## config.mk

```make
export PLATFORM = sky130hd
export DESIGN_NAME = write_address_traversal
export DESIGN_NICKNAME = d
export VERILOG_FILES = /design/src/rtl/sdram_addr_pkg.sv /design/src/rtl/sdram_addr_map.sv /design/src/rtl/write_address_traversal.sv
export SDC_FILE = /design/constraint.sdc
export NUM_CORES = 1
export LEC_CHECK = 0
export BUFFER_PORTS_ARGS = -buffer_cell sky130_fd_sc_hd__buf_4
export CAP_MARGIN = 0
export CORE_MARGIN = 1.5
export CORE_UTILIZATION = 30
export DETAILED_ROUTE_END_ITERATION = 7
export GPL_TIMING_DRIVEN = 0
export PLACE_DENSITY = 0.46
export SYNTH_ARGS = -nofsm -noshare
export SYNTH_HDL_FRONTEND = slang
export SYNTH_SLANG_ARGS = --single-unit
export TNS_END_PERCENT = 30
```

## constraint.sdc

```tcl
create_clock -name CLK_48MHZ -period 9.7 [get_ports CLK_48MHZ]
set_input_delay 1.94 -clock CLK_48MHZ [delete_from_list [all_inputs] [get_ports CLK_48MHZ]]
set_output_delay 1.94 -clock CLK_48MHZ [all_outputs]
set_load 0.01 [all_outputs]
```

## src/rtl/sdram_addr_pkg.sv

```systemverilog
`default_nettype none
// ============================================================================
//  Module      : sdram_addr_pkg
//  Description : Shared SDRAM address geometry, linear->(BA,COL,ROW) slice
//                positions and the write-traversal FSM state encoding.
//  Revision    : 1.0 - initial release
// ============================================================================
package sdram_addr_pkg;

   localparam int BA_W   = 2;
   localparam int COL_W  = 9;
   localparam int ROW_W  = 13;
   localparam int ADDR_W = BA_W + COL_W + ROW_W;

   // Bit positions of each field inside the linear word count
   localparam int ROW_LSB = 0;
   localparam int COL_LSB = ROW_LSB + ROW_W;
   localparam int BA_LSB  = COL_LSB + COL_W;

   // Write traversal FSM
   typedef enum logic [0:0] {
      ST_IDLE  = 1'b0,
      ST_ISSUE = 1'b1
   } wr_state_t;

endpackage : sdram_addr_pkg
`default_nettype wire

```

## src/rtl/sdram_addr_map.sv

```systemverilog
`default_nettype none
// ============================================================================
//  Module      : sdram_addr_map
//  Description : Combinational split of the linear word count into SDRAM
//                bank / column / row. Shared by the read and write traversals
//                so both walk the array in the same order.
//  Revision    : 1.0 - initial release
// ============================================================================
module sdram_addr_map
   import sdram_addr_pkg::*;
(
   input  logic [ADDR_W-1:0] i_count,
   output logic [BA_W-1:0]   o_ba,
   output logic [COL_W-1:0]  o_col,
   output logic [ROW_W-1:0]  o_row
);

   // Pure field extraction, row is the fastest-moving field
   always_comb begin
      o_ba  = i_count[BA_LSB  +: BA_W];
      o_col = i_count[COL_LSB +: COL_W];
      o_row = i_count[ROW_LSB +: ROW_W];
   end

endmodule : sdram_addr_map
`default_nettype wire

```

## src/rtl/write_address_traversal.sv

```systemverilog
`default_nettype none
// ============================================================================
//  Module      : write_address_traversal
//  Description : Generates one SDRAM write address per captured word in the
//                reader's traversal order, tracks occupancy against reader
//                consumption and reports FULL/EMPTY, drops and laps.
//  Revision    : 1.0 - initial release
// ============================================================================
module write_address_traversal
   import sdram_addr_pkg::*;
#(
   parameter int DROP_W       = 16,
   parameter int WRAP_W       = 8,
   parameter int AFULL_MARGIN = 1024
)
(
   input  logic              CLK_48MHZ,
   input  logic              RESET,
   input  logic              WRITE_REQ,
   input  logic              WRITE_DONE,
   input  logic              READ_NEXT,
   output logic [BA_W-1:0]   BA_WRITE_OUT,
   output logic [COL_W-1:0]  COL_WRITE_OUT,
   output logic [ROW_W-1:0]  ROW_WRITE_OUT,
   output logic              ADDR_VALID,
   output logic              FULL,
   output logic              ALMOST_FULL,
   output logic              EMPTY,
   output logic              UNDERRUN,
   output logic [ADDR_W:0]   FILL_COUNT,
   output logic [DROP_W-1:0] DROP_COUNT,
   output logic [WRAP_W-1:0] WRAP_COUNT
);

   localparam logic [ADDR_W:0] c_CAPACITY = {1'b1, {ADDR_W{1'b0}}};
   localparam logic [ADDR_W:0] c_MARGIN   = (ADDR_W+1)'(AFULL_MARGIN);

   wr_state_t           r_state;
   wr_state_t           w_state_nxt;
   logic                r_pending;
   logic                w_pending_nxt;
   logic [ADDR_W-1:0]   r_wr_count;
   logic [ADDR_W:0]     r_fill;
   logic                r_full;
   logic                r_afull;
   logic                r_empty;
   logic                r_underrun;
   logic [DROP_W-1:0]   r_drop;
   logic [WRAP_W-1:0]   r_wrap;

   logic                w_done_evt;
   logic                w_drop_inc;
   logic                w_addr_valid;
   logic                w_rd_dec;
   logic [ADDR_W:0]     w_fill_nxt;
   logic [ADDR_W:0]     w_free_nxt;

   // FSM state and single-deep pending-request register
   always_ff @(posedge CLK_48MHZ) begin
      if (RESET) begin
         r_state   <= ST_IDLE;
         r_pending <= 1'b0;
      end else begin
         r_state   <= w_state_nxt;
         r_pending <= w_pending_nxt;
      end
   end

   // Next-state, pending bookkeeping and drop detection
   always_comb begin
      w_state_nxt   = r_state;
      w_pending_nxt = r_pending;
      w_drop_inc    = 1'b0;
      w_done_evt    = 1'b0;
      w_addr_valid  = 1'b0;
      case (r_state)
         ST_IDLE: begin
            if (r_full) begin
               // No room: never overwrite, new requests are lost
               if (WRITE_REQ) begin
                  w_drop_inc = 1'b1;
               end
            end else if (WRITE_REQ || r_pending) begin
               // Pending word goes first; a concurrent request takes its slot
               w_state_nxt   = ST_ISSUE;
               w_pending_nxt = r_pending & WRITE_REQ;
            end
         end
         ST_ISSUE: begin
            w_addr_valid = 1'b1;
            if (WRITE_REQ) begin
               if (r_pending) begin
                  w_drop_inc = 1'b1;
               end else begin
                  w_pending_nxt = 1'b1;
               end
            end
            if (WRITE_DONE) begin
               w_done_evt  = 1'b1;
               w_state_nxt = ST_IDLE;
            end
         end
         default: begin
            w_state_nxt = ST_IDLE;
         end
      endcase
   end

   // Occupancy arithmetic; a read from an empty buffer is not counted
   always_comb begin
      w_rd_dec   = READ_NEXT && (r_fill != '0);
      w_fill_nxt = r_fill + {{ADDR_W{1'b0}}, w_done_evt}
                          - {{ADDR_W{1'b0}}, w_rd_dec};
      w_free_nxt = c_CAPACITY - w_fill_nxt;
   end

   // Write address counter and lap counter
   always_ff @(posedge CLK_48MHZ) begin
      if (RESET) begin
         r_wr_count <= '0;
         r_wrap     <= '0;
      end else if (w_done_evt) begin
         r_wr_count <= r_wr_count + 1'b1;
         if (r_wr_count == '1) begin
            r_wrap <= r_wrap + 1'b1;
         end
      end
   end

   // Fill level and its flags, all updated together from the next fill
   always_ff @(posedge CLK_48MHZ) begin
      if (RESET) begin
         r_fill  <= '0;
         r_full  <= 1'b0;
         r_afull <= 1'b0;
         r_empty <= 1'b1;
      end else begin
         r_fill  <= w_fill_nxt;
         r_full  <= (w_fill_nxt == c_CAPACITY);
         r_afull <= (w_free_nxt <= c_MARGIN);
         r_empty <= (w_fill_nxt == '0);
      end
   end

   // Sticky underrun flag and saturating drop counter
   always_ff @(posedge CLK_48MHZ) begin
      if (RESET) begin
         r_underrun <= 1'b0;
         r_drop     <= '0;
      end else begin
         if (READ_NEXT && (r_fill == '0)) begin
            r_underrun <= 1'b1;
         end
         if (w_drop_inc && (r_drop != '1)) begin
            r_drop <= r_drop + 1'b1;
         end
      end
   end

   sdram_addr_map u_addr_map (
      .i_count (r_wr_count),
      .o_ba    (BA_WRITE_OUT),
      .o_col   (COL_WRITE_OUT),
      .o_row   (ROW_WRITE_OUT)
   );

   assign ADDR_VALID  = w_addr_valid;
   assign FULL        = r_full;
   assign ALMOST_FULL = r_afull;
   assign EMPTY       = r_empty;
   assign UNDERRUN    = r_underrun;
   assign FILL_COUNT  = r_fill;
   assign DROP_COUNT  = r_drop;
   assign WRAP_COUNT  = r_wrap;

endmodule : write_address_traversal
`default_nettype wire

```

==> results.ini, run 1 <==
[global_route]
antenna_found_initial=0
grt_pass1_wl_um=20600
gr-total-overflow=0
grt_pass1_vias=4117
grt_use_total_pct=15.6
grt_max_degree=14

[placed_design]
postPlaceCellArea_mm2=0.00574
port_buffers=81
dpl.hpwl_um=10200
dp.cells=880
preCtsSetupSlack_ns=3.94
routabilityCongestion=0.841

[finish]
postLayoutCellArea_mm2=0.00608
final_layout_size_suffix_gt1_share_pct=18.4
filler_cell_count=1645
final_common_cell=nor2_1
final_cell_mix=87 x nor2_1, 81 x buf_4, 79 x dfxtp_1
area_growth_pct=25.1
fin_cells=896
antenna_cells=0
fin_util_pct=38.4
final_nets=720

[timing]
skew_ns=0.00722
hold_viol=0
period_share_pct=56.2
relSlewSlack_pct=52.4
rsz0062_at_grt=no
worstMarginPinSlew_ns=0.714
setup_viol=0
fin_ws_ns=4.25
fmax_mhz=183
min_period_ns=5.45
slew_viol_final=0
whs_ns=0.499
setup_tns_ns=0

[critical_path]
crit_type=in2reg
max_stage_delay_ns=0.47
cp_common_cell=inv_1
start_kind=input pin
critical_path.cell_chain=buf_4 > and2_1 > buf_2 > inv_1 > ha_1 > inv_1 > ha_1 > inv_1 > fa_1 > and2b_4 > o2111ai_4 > a211oi_4 > o311a_1 > nor3_2 > or3_1 > nand2_1 > inv_1 > o41ai_1
reg2regPathDepth=19
critical_path_buf_inv_count=6
cp.arrival_ns=5.65
worstReg2RegStart=FILL_COUNT[18]
cp-end-kind=flip-flop
cp.required_ns=9.90
critPathSlowestCell=o41ai_1
crit_family=compound AO/OA/AOI/OAI gates
cp_max_fo=7
reg2reg_to=EMPTY
ff2ff_setup_slack_ns=5.01

[yosys]
ys_types=64
synth.avg_cell_area_um2=8.33
yosysSeqAreaShare_pct=32.6
synth_flop_cell=dfxtp_1
netlist_instances=583
synth_nets=628
synth-warning-count=0
async_flop_share_pct=0
ys_seq_elements=79
synth-edff-count=0
synthesis.area_mm2=0.00486

[route]
routed_wirelength_um=12900
antenna_left=0
drc=0
dr.pass1.iters=4
routedWlPerCell_um=14.4
drtIter0Drc=161
via_per_inst=4.82
vias=4322

[clock_network]
ctsHtreeMaxLevel=3
post-cts-setup-buffers=0
tritoncts=yes
hold_buffers=0
cts_resized=0
clock_latency_ns=0.34
clock_sinks=79
clkTransAtPathRegs_ns=0.06
cts-root-buf=clkbuf_16
cts_buffers=9
clockBufferDepth=2

[floorplan]
coreArea_mm2=0.0158
fp.dieH_um=130
die_area_mm2=0.0170
num_rows=46
initial_core_util_pct=30.7
die_w_um=130
io_pins=83

[outcome]
outcome=finished, final reports clean

[power_and_ir_drop]
peakVddDrop_uv=167
power.density_mw_per_mm2=348
power.total_mw=2.12
leakage_nw=2.53

[worst_hold_path]
hold_path.class=reg2reg
min_path_cells=2
min_to=UNDERRUN
holdCritStartpoint=UNDERRUN

[job]
cap_viol_max_count=0

==> routing by layer <==
metal	global-route usage (%)	part of all wire [%]
met1	19.9	48
met5	0	0
met3	2.05	2.4
met2	26.5	48
met4	6.47	2.0
==> state kept, by name, indices dropped and copies added (netlist names) <==
| register | flops |
|---|---|
| FILL_COUNT | 25 |
| FULL | 1 |
| DROP_COUNT | 16 |
| ALMOST_FULL | 1 |
| r_pending | 1 |
| EMPTY | 1 |
| r_state | 1 |
| WRAP_COUNT | 8 |
| r_wr_count | 24 |
| UNDERRUN | 1 |
==> cells by family (layout without fill, tap and decap cells) <==
| kind of cell | Yosys count | in the layout | share of synthesized area, % |
|---|---|---|---|
| AOI/OAI and AO/OA | 104 | 104 | 15.2 |
| and+or+nand+nor | 246 | 246 | 27.0 |
| muxes | 4 | 4 | 0.876 |
| buffers and inverters | 58 | 155 | 4.56 |
| DFF | 79 | 79 | 32.6 |
| xor gates and xnor gates | 52 | 52 | 9.37 |
| adders and majority gates | 40 | 40 | 10.5 |
==> worst min-delay path: cells and delay by family, from the launching register on <==
family             cells  cell delay (ns)
AOI/OAI and AO/OA      1             0.05
DFF                    1             0.35
and+or+nand+nor        1             0.07
==> power by group <==
group,internal [mW],switching [mW],total [mW]
combinational,0.525,0.784,1.31
sequential,0.374,0.0393,0.414
clock,0.252,0.140,0.392
==> synth_stat cells, types with 2 or more instances <==
master | n | share of area, %
xor2_1 | 32 | 5.8
o311a_1 | 2 | 0.41
nor2b_1 | 9 | 1.2
a211oi_1 | 3 | 0.46
nor3_1 | 11 | 1.1
nor4_1 | 2 | 0.26
xnor2_1 | 20 | 3.6
nand2b_1 | 6 | 0.77
o21ai_0 | 24 | 2.5
inv_1 | 44 | 3.4
nand2_1 | 38 | 2.9
o31a_1 | 2 | 0.36
buf_2 | 3 | 0.31
a31oi_1 | 2 | 0.26
and3_1 | 10 | 1.3
o31ai_4 | 2 | 0.88
nor4bb_1 | 3 | 0.62
mux2_2 | 2 | 0.46
o21ai_1 | 2 | 0.21
and2_1 | 8 | 1.0
nand4_1 | 16 | 2.1
and4_1 | 3 | 0.54
o211ai_1 | 4 | 0.62
clkbuf_1 | 11 | 0.85
nor4_4 | 3 | 1.3
dfxtp_1 | 79 | 33
a21o_1 | 4 | 0.62
o31ai_2 | 2 | 0.51
o21a_1 | 5 | 0.77
a21oi_1 | 36 | 3.7
nor3b_1 | 3 | 0.46
nand3_1 | 15 | 1.5
or3_1 | 18 | 2.3
ha_1 | 39 | 10
nor3_2 | 4 | 0.82
mux2i_1 | 2 | 0.41
nor2_1 | 87 | 6.7
==> final cells by class <==
cell class / instances / area [um2] / area share (%)
Sequential cell: 79 / 1580 / 26.0
Clock inverter: 5 / 106 / 1.75
Buffer: 14 / 56.3 / 0.927
Inverter: 44 / 165 / 2.72
Tap cell: 216 / 270 / 4.45
Clock buffer: 11 / 233 / 3.83
Timing Repair Buffer: 81 / 608 / 10.0
Multi-Input combinational cell: 446 / 3060 / 50.3
==> worst max path at each step <==
stage          slack, ns     endpoint        from  cells past startpoint
2_1_floorplan       4.56  ALMOST_FULL  WRITE_DONE                     17
4_1_cts             4.26        EMPTY  WRITE_DONE                     18
6_report            4.25        EMPTY  WRITE_DONE                     18
5_1_grt             4.01        EMPTY  WRITE_DONE                     18
3_5_place_dp        3.94        EMPTY  WRITE_DONE                     18
3_3_place_gp        3.89        EMPTY  WRITE_DONE                     18
No activity file was read; power rests on OpenSTA's default activity.
==> inputs of run 2 (changes only) <==
- PLACE_DENSITY: 0.46 -> 0.48
- clock period: 9.7 -> 4.7 ns (I/O delays scaled with it)
==> results.ini, run 2 (synthesized netlist as in run 1, its figures left out) <==
[finish]
antenna_cells=0  ; unchanged
final_cell_mix=87 x nor2_1, 82 x buf_4, 79 x dfxtp_1  ; was 87 x nor2_1, 81 x buf_4, 79 x dfxtp_1
final_nets=721  ; was 720
largest_reg_flops=25  ; unchanged
area_growth_pct=25.4  ; was 25.1%
filler_cell_count=1629  ; was 1645
fin_util_pct=38.5  ; was 38.4%
final_layout_size_suffix_gt1_share_pct=18.9  ; was 18.4%
final_common_cell=nor2_1  ; unchanged

[clock_network]
clockBufferDepth=2  ; unchanged
ctsHtreeMaxLevel=3  ; unchanged
cts-root-buf=clkbuf_16  ; unchanged
clock_latency_ns=0.34  ; about the same
clock_sinks=79  ; unchanged
hold_buffers=0  ; unchanged
cts_buffers=9  ; unchanged
clkTransAtPathRegs_ns=0.06  ; about the same
tritoncts=yes  ; unchanged

[route]
drc=0  ; unchanged
via_per_inst=4.81  ; was 4.82
dr.pass1.iters=4  ; unchanged
routed_wirelength_um=12800  ; was 12900 um
drtIter0Drc=176  ; was 161
routedWlPerCell_um=14.3  ; was 14.4 um
vias=4312  ; was 4322
antenna_left=0  ; unchanged

[critical_path]
cp.arrival_ns=4.64  ; was 5.65 ns
crit_type=reg2reg  ; was in2reg
start_kind=flip-flop  ; was input pin
cp-end-kind=flip-flop  ; unchanged
cp.required_ns=4.99  ; was 9.90 ns
cp_max_fo=7  ; unchanged

[power_and_ir_drop]
leakage_nw=2.54  ; was 2.53 nW
power.total_mw=4.37  ; was 2.12 mW
peakVddDrop_uv=333  ; was 167 uV
power.density_mw_per_mm2=717  ; was 348 mW/mm2

[timing]
fmax_mhz=230
slew_viol_final=0  ; unchanged
worstMarginPinSlew_ns=0.631  ; was 0.714 ns
min_period_ns=4.35
hold_viol=0  ; unchanged
skew_ns=0.00989  ; was 0.00722 ns
setup_viol=0  ; unchanged
rsz0062_at_grt=no  ; unchanged
relSlewSlack_pct=58.0  ; was 52.4%
period_share_pct=92.6
setup_tns_ns=0  ; unchanged

[worst_hold_path]
hold_path.class=reg2reg  ; unchanged

[global_route]
met1_usage_pct=20.1  ; was 19.9%
grt_max_degree=14  ; unchanged
met2_usage_pct=25.9  ; was 26.5%
gr-total-overflow=0  ; unchanged
grt_use_total_pct=15.6  ; about the same
grt_pass1_wl_um=20700  ; was 20600 um
met3_usage_pct=2.58  ; was 2.05%
top_usage_layer=met2  ; unchanged
grt_pass1_vias=4179  ; was 4117
antenna_found_initial=0  ; unchanged

[floorplan]
num_rows=46  ; unchanged
initial_core_util_pct=30.7  ; unchanged
die_area_mm2=0.0170  ; unchanged
coreArea_mm2=0.0158  ; unchanged
die_w_um=130  ; unchanged
io_pins=83  ; unchanged
fp.dieH_um=130  ; unchanged

[placed_design]
routabilityCongestion=0.860  ; was 0.841
dpl.hpwl_um=10100  ; was 10200 um
port_buffers=81  ; unchanged

[outcome]
outcome=finished, final reports clean  ; unchanged

[job]
cap_viol_max_count=0  ; unchanged

==> run 2: final timing paths <==
kind | cells after the start | slack, ns | to | start
worst max-delay path | 20 | 0.35 | ALMOST_FULL | FILL_COUNT[18]
worst min-delay path | 2 | 0.48 | UNDERRUN | UNDERRUN
worst max register to register | 20 | 0.35 | ALMOST_FULL | FILL_COUNT[18]
worst min register to register | 2 | 0.48 | UNDERRUN | UNDERRUN
==> run 2: worst max-delay path, cell delays in order (launching register included) <==
cell and delay [ns]:
dfxtp_1 0.32, inv_1 0.10, ha_1 0.21, nand4_1 0.14, nor4_2 0.33, nor2b_1 0.09, ha_1 0.27, inv_1 0.06
ha_1 0.18, inv_1 0.06, fa_1 0.39, and2b_4 0.28, o2111ai_4 0.18, a211oi_4 0.27, buf_4 0.19, o31ai_2 0.12
o21a_1 0.22, nor3_1 0.29, o31ai_4 0.13, nor4_4 0.32, o2bb2a_4 0.15
==> run 2: per-stage QoR <==
stage / area (um2) / worst slack [ns] / hold WS [ns] / instances
2_1_floorplan: 4860 / 0.565 / 0.502 / 583
3_3_place_gp: 5740 / 0.0692 / 0.460 / 880
3_5_place_dp: 5740 / 0.0818 / 0.475 / 880
4_1_cts: 6080 / 0.176 / 0.490 / 896
5_1_grt: 6090 / 0.0933 / 0.523 / 897
6_report: 6090 / 0.350 / 0.481 / 897
==> run 2: what timing repair did <==
action                     in CTS  in global routing
setup endpoints to repair       0                  3
setup buffers                   0                  1
resized for setup               0                  1
==> run 2: layout make-up <==
| class | instances | area (um2) | share of cell area, % |
|---|---|---|---|
| Inverter | 44 | 165 | 2.71 |
| Clock inverter | 4 | 76.3 | 1.25 |
| Sequential cell | 79 | 1580 | 26.0 |
| Clock buffer | 12 | 267 | 4.37 |
| Tap cell | 216 | 270 | 4.44 |
| Buffer | 14 | 56.3 | 0.924 |
| Multi-Input combinational cell | 446 | 3060 | 50.2 |
| Timing Repair Buffer | 82 | 616 | 10.1 |
==> run 2: power by group <==
part	total (mW)	switching [mW]	internal, mW
Combinational	2.72	1.63	1.09
Clock	0.803	0.293	0.510
Sequential	0.851	0.0787	0.773
Total	4.37	2.00	2.37
==> run 2: layer usage <==
layer	part of all wire (%)	wire (um)
met3	5.0	644
met2	47	6040
met1	47	6030
met4	0.87	112
met5	0	0
